===== src/rtl/resp_capture.sv =====
// resp_capture: captures DUT response words into a readback FIFO and compacts every sample into a 32-bit MISR signature
// Optional feature macro: RESP_TIMEOUT_EN (idle-cycle timeout while capturing)
// Ports:
//   clk, reset                 rising-edge clock, asynchronous active-high reset
//   start                      arms a window of NUM_SAMPLES accepted samples
//   sample_valid, sample_data  DUT response word
//   rd_req                     pop request; rd_data/rd_valid answer one cycle later
//   busy, done                 window in progress / one-cycle end-of-window pulse
//   count, overflow            FIFO occupancy / sticky sample-dropped flag
//   signature, timeout         MISR value / sticky idle-timeout flag
module resp_capture #(
    parameter int          DATA_W      = 64,
    parameter int          DEPTH       = 16,
    parameter int          NUM_SAMPLES = 8,
    parameter logic [31:0] SIG_POLY    = 32'h04C11DB7,
    parameter int          TIMEOUT_CYC = 255
) (
    input  logic                     clk,
    input  logic                     reset,
    input  logic                     start,
    input  logic                     sample_valid,
    input  logic [DATA_W-1:0]        sample_data,
    input  logic                     rd_req,
    output logic [DATA_W-1:0]        rd_data,
    output logic                     rd_valid,
    output logic                     busy,
    output logic                     done,
    output logic [$clog2(DEPTH):0]   count,
    output logic                     overflow,
    output logic [31:0]              signature,
    output logic                     timeout
);
    localparam int AW = $clog2(DEPTH);
    localparam int SW = $clog2(NUM_SAMPLES + 1);
    typedef enum logic [1:0] {IDLE, CAPTURE, HOLD} state_t;
    state_t            state, state_nxt;
    logic [DATA_W-1:0] mem [DEPTH];
    logic [AW-1:0]     wr_ptr, rd_ptr;
    logic [SW-1:0]     smp_cnt;
    logic              accept, push, pop, last, to_hit, arm;
    logic [31:0]       fold;

    always_comb begin
        fold = '0;
        for (int i = 0; i < DATA_W / 32; i++) fold = fold ^ sample_data[i*32 +: 32];
    end

    assign arm    = state == IDLE && start;
    assign pop    = rd_req && count != '0;
    assign accept = state == CAPTURE && sample_valid;
    // A full FIFO still takes the sample when a pop frees the head slot on the same edge.
    assign push   = accept && (count != (AW+1)'(DEPTH) || pop);
    assign last   = accept && smp_cnt == SW'(NUM_SAMPLES - 1);
    assign busy   = state != IDLE;

`ifdef RESP_TIMEOUT_EN
    localparam int TW = $clog2(TIMEOUT_CYC + 1);
    logic [TW-1:0] idle_cnt;
    assign to_hit = state == CAPTURE && !sample_valid && idle_cnt == TW'(TIMEOUT_CYC - 1);
    always_ff @(posedge clk or posedge reset) begin
        if (reset) begin
            idle_cnt <= '0;
            timeout  <= 1'b0;
        end else if (arm) begin
            idle_cnt <= '0;
            timeout  <= 1'b0;
        end else if (state == CAPTURE) begin
            idle_cnt <= sample_valid ? '0 : idle_cnt + 1'b1;
            if (to_hit) timeout <= 1'b1;
        end
    end
`else
    assign to_hit  = 1'b0;
    assign timeout = 1'b0;
`endif

    always_comb begin
        state_nxt = state;
        state_nxt = state == IDLE    ? (start ? CAPTURE : IDLE) :
                    state == CAPTURE ? (last || to_hit ? HOLD : CAPTURE) :
                                       (count == '0 ? IDLE : HOLD);
    end

    always_ff @(posedge clk or posedge reset) begin
        if (reset) begin
            state     <= IDLE;
            wr_ptr    <= '0;
            rd_ptr    <= '0;
            count     <= '0;
            smp_cnt   <= '0;
            signature <= '1;
            overflow  <= 1'b0;
            done      <= 1'b0;
            rd_data   <= '0;
            rd_valid  <= 1'b0;
        end else begin
            state    <= state_nxt;
            done     <= last || to_hit;
            rd_valid <= pop;
            count    <= count + (AW+1)'(push) - (AW+1)'(pop);
            if (pop) begin
                rd_data <= mem[rd_ptr];
                rd_ptr  <= rd_ptr + 1'b1;
            end
            if (push) wr_ptr <= wr_ptr + 1'b1;
            if (arm) begin
                signature <= '1;
                smp_cnt   <= '0;
                overflow  <= 1'b0;
            end else if (accept) begin
                smp_cnt   <= smp_cnt + 1'b1;
                // Dropped samples are still compacted so the signature covers every response.
                signature <= {signature[30:0], 1'b0} ^ (signature[31] ? SIG_POLY : 32'h0) ^ fold;
                if (!push) overflow <= 1'b1;
            end
        end
    end

    always_ff @(posedge clk) begin
        if (push) mem[wr_ptr] <= sample_data;
    end
endmodule

===== config.mk =====
export PLATFORM = sky130hd
export DESIGN_NAME = resp_capture
export DESIGN_NICKNAME = d
export VERILOG_FILES = /design/src/rtl/resp_capture.sv
export SDC_FILE = /design/constraint.sdc
export NUM_CORES = 1
export LEC_CHECK = 0
export ABC_AREA = 1
export CORE_ASPECT_RATIO = 0.7
export CORE_UTILIZATION = 41
export CTS_BUF_LIST = sky130_fd_sc_hd__clkbuf_16
export DETAILED_ROUTE_END_ITERATION = 16
export GPL_TIMING_DRIVEN = 1
export PLACE_DENSITY_LB_ADDON = 0.3
export SETUP_SLACK_MARGIN = 0.1
export SYNTH_ARGS = -nofsm -noshare
export SYNTH_HDL_FRONTEND = slang
export SYNTH_SLANG_ARGS = --single-unit

===== constraint.sdc =====
create_clock -name clk -period 5.9 [get_ports clk]
set_clock_uncertainty 0.15 [all_clocks]
set_input_delay 1.18 -clock clk [delete_from_list [all_inputs] [get_ports clk]]
set_output_delay 1.18 -clock clk [all_outputs]
set_load 0.02 [all_outputs]

==> flow_metrics.env <==
export IMPL_drive_gt1_frac=0.07134
export IMPL_syn_avg_cell_area_um2=11.78
export IMPL_cts_num_sinks=1142
export IMPL_finalSetupViolCount=0
export IMPL_htreeDepth=3
export IMPL_startpoint="rd_ptr[0]"
export IMPL_tns_ns=0
export IMPL_area_growth_pct=14.28
export IMPL_peakVddDrop_mv=0.6857
export IMPL_clockBufferDepth=3
export IMPL_fin_crit_ns=3.733
export IMPL_cts_setup_buffers=0
export IMPL_grt_use_met3=0.04920
export IMPL_swShare=0.3766
export IMPL_grtUsageTotal=0.2176
export IMPL_leakagePower_nw=19.70
export IMPL_initial_core_util=0.4163
export IMPL_hold_violations=0
export IMPL_grt_overflow=0
export IMPL_cts_hold_buf=0
export IMPL_cts_buffers_inserted=106
export IMPL_dp_hpwl_um=69040
export IMPL_rows=102
export IMPL_grt_first_pass_wirelength_um=185200
export IMPL_arrival_ns=4.14
export IMPL_combPwrFrac=0.337
export IMPL_rr_worst_depth=10
export IMPL_ctsRootBufferMaster="clkbuf_16"
export IMPL_worst_setup_hold_path_clk_slew_ns=0.07
export IMPL_gp_congestion=0.8142
export IMPL_design_core_area_mm2=0.1114
export IMPL_remaining_drc_errors=0
export IMPL_relSlewSlack=0.08479
export IMPL_synth_nets=4019
export IMPL_cpMostUsedCell="nand2_1"
export IMPL_antenna_found_initial=7
export IMPL_wirelength_um=125500
export IMPL_drt_pass1_iter_count=5
export IMPL_path_cells="inv_16 -> buf_4 -> nand2_1 -> nand3_1 -> nand3_1 -> nand2_1 -> nand2_1 -> nand2_1 -> nand2_1 -> nand2_1"
export IMPL_r2r_end="rd_data[58]"
export IMPL_vias=29697
export IMPL_syn_cell_area_mm2=0.04638
export IMPL_worst_path_max_delay_cell="dfrtp_4"
export IMPL_yosysWarnings=0
export IMPL_crit_family="flip-flops"
export IMPL_power_switching_mw=9.976
export IMPL_grt_pass1_vias=27833
export IMPL_min_path_type="reg -> reg"
export IMPL_p_int_mw=16.51
export IMPL_critical_path_class="reg -> reg"
export IMPL_wl_per_cell_um=22.19
export IMPL_maxSlewViolCount=0
export IMPL_p_clk_frac=0.265
export IMPL_path_buf_inv=2
export IMPL_post_cts_resized=0
export IMPL_tritoncts="done"
export IMPL_top_usage_layer="met1"
export IMPL_status="complete, no violations"
export IMPL_use_met2=0.3189
export IMPL_clkLatencyLatePin_ns=0.72
export IMPL_pwr_share_seq=0.398
export IMPL_crit_fanout=237
export IMPL_grtUsageMet1=0.3331
export IMPL_min_period_over_period=0.6326
export IMPL_ys_ff_latch=1142
export IMPL_rsz0062_at_grt="no"
export IMPL_fmax_mhz=267.9
export IMPL_die_w_um=404.0
export IMPL_finalPower_mw=26.49
export IMPL_r2r_start="rd_ptr[0]"
export IMPL_grt_max_degree=238
export IMPL_fin_nets=4137
export IMPL_fin_cells=5657
export IMPL_hold_end="rd_data[5]"
export IMPL_whs_path_depth=2
export IMPL_ys_types=26
export IMPL_seq_area_frac_synth=0.7275
export IMPL_tightest_slew_ns=1.373
export IMPL_die_y_um=283.4
export IMPL_reg2reg_slack_ns=2.17
export IMPL_dp_cells=5455
export IMPL_routed_via_density=5.250
export IMPL_syn_inst=3937
export IMPL_endpoint_kind="register"
export IMPL_min_from="rd_data[5]"
export IMPL_antenna_cells_inserted=0
export IMPL_ant_nets=0
export IMPL_die_area_mm2=0.1145
export IMPL_drv_cap=0
export IMPL_drt_iter0_drc=2997
export IMPL_numPortBuffers=173
export IMPL_startpoint_type="register"
export IMPL_ios=175
export IMPL_power_density_mw_per_mm2=499.7
export IMPL_worstPathRequired_ns=6.30
export IMPL_max_stage_delay_ns=1.08
## area by class of cell
type / count / area, um2
flip-flops and latches: 1142 / 33760
well taps: 1508 / 1887
inverters: 56 / 249.0
clock inverters: 95 / 878.3
multi-input cells: 2506 / 11170
repair buffers: 243 / 2382
fillers: 9856 / 58410
clock buffers: 107 / 2678
## cell usage after synthesis (all sizes together)
library cell / n / area share
o31ai: 1 / 0.00016
nor2: 27 / 0.0022
o21ai: 5 / 0.00054
a21o: 1 / 0.00016
xor2: 23 / 0.0043
dfstp: 32 / 0.018
nor3b: 1 / 0.00027
dfrtp: 86 / 0.046
a21oi: 7 / 0.00076
ha: 12 / 0.0032
inv: 56 / 0.0046
edfxtp: 1024 / 0.66
xnor2: 64 / 0.012
buf: 205 / 0.028
conb: 1 / 0.000081
nor3: 1 / 0.00011
nand2: 1561 / 0.13
nand3: 769 / 0.083
o22ai: 32 / 0.0043
clkbuf: 28 / 0.0023
fa: 1 / 0.00043
## placed cells by master, fill, tap and decap left out, drive strengths merged
cell type      count
nand2           1561
edfxtp          1024
nand3            769
clkdlybuf4s50    173
clkbuf           107
dfrtp             86
inv               76
buf               70
xnor2             64
clkinv            57
o22ai             32
dfstp             32
nor2              27
xor2              23
bufinv            14
ha                12
a21oi              7
o21ai              5
clkinvlp           4
nor3b              1
nor3               1
o31ai              1
a21o               1
fa                 1
conb               1
## flip-flops by register name (all words and copies together) (netlist names)
register and cells:
overflow 1, state 2, mem 1024, signature 32, rd_ptr 4, wr_ptr 4
count 5, rd_valid 1, rd_data 64, smp_cnt 4, done 1
## worst min-delay path, delay by kind of cell (launching register included)
kind	cells	cell delay, ns
flip-flops	1	0.34
AND/OR/NAND/NOR	2	0.10
## power by group through the flow
| stage | combinational [mW] | clock [mW] | sequential, mW |
|---|---|---|---|
| finish | 8.91 | 7.02 | 10.6 |
| detailed placement | 8.92 | 0 | 10.7 |
| CTS | 8.96 | 7.11 | 10.6 |
| global placement | 8.85 | 0 | 10.7 |
| floorplan | 5.93 | 0 | 10.7 |
| global route | 9.89 | 7.42 | 10.6 |
## logic make-up after synthesis
family,Yosys count,synth area share
AOI/OAI and AO/OA,46,0.005935
xor gates and xnor gates,87,0.01643
adders and majority gates,13,0.003669
buffers and inverters,289,0.03448
DFF,1142,0.7275
other,1,0.00008085
and+or+nand+nor,2359,0.2119
## metal layers
metal / wire (um) / vias to the layer above
li1: - / 13819
met1: 58860 / 14621
met2: 54290 / 1100
met3: 10510 / 147
met4: 1836 / 10
met5: 54 / -
## stage by stage
| step | worst slack [ns] | instance area, um2 | hold slack (ns) | utilization |
|---|---|---|---|---|
| detailed placement | 1.849 | 49450 | 0.3187 | 0.4438 |
| CTS | 2.190 | 53000 | 0.3327 | 0.4757 |
| global placement | 1.873 | 49450 | 0.3159 | 0.4438 |
| global route | 2.023 | 53000 | 0.3489 | 0.4757 |
| floorplan | 0.8290 | 46380 | 0.3062 | - |
| finish | 2.168 | 53000 | 0.3300 | 0.4757 |
## worst max path at each step
stage / end / cells past startpoint
after global routing: rd_data[58] / 10
after floorplan: mem[11][0] / 6
after global placement: mem[9][56] / 8
after CTS: signature[31] / 1
after detailed placement: mem[9][56] / 8
final: rd_data[58] / 10
No activity file was read; power rests on OpenSTA's default activity.
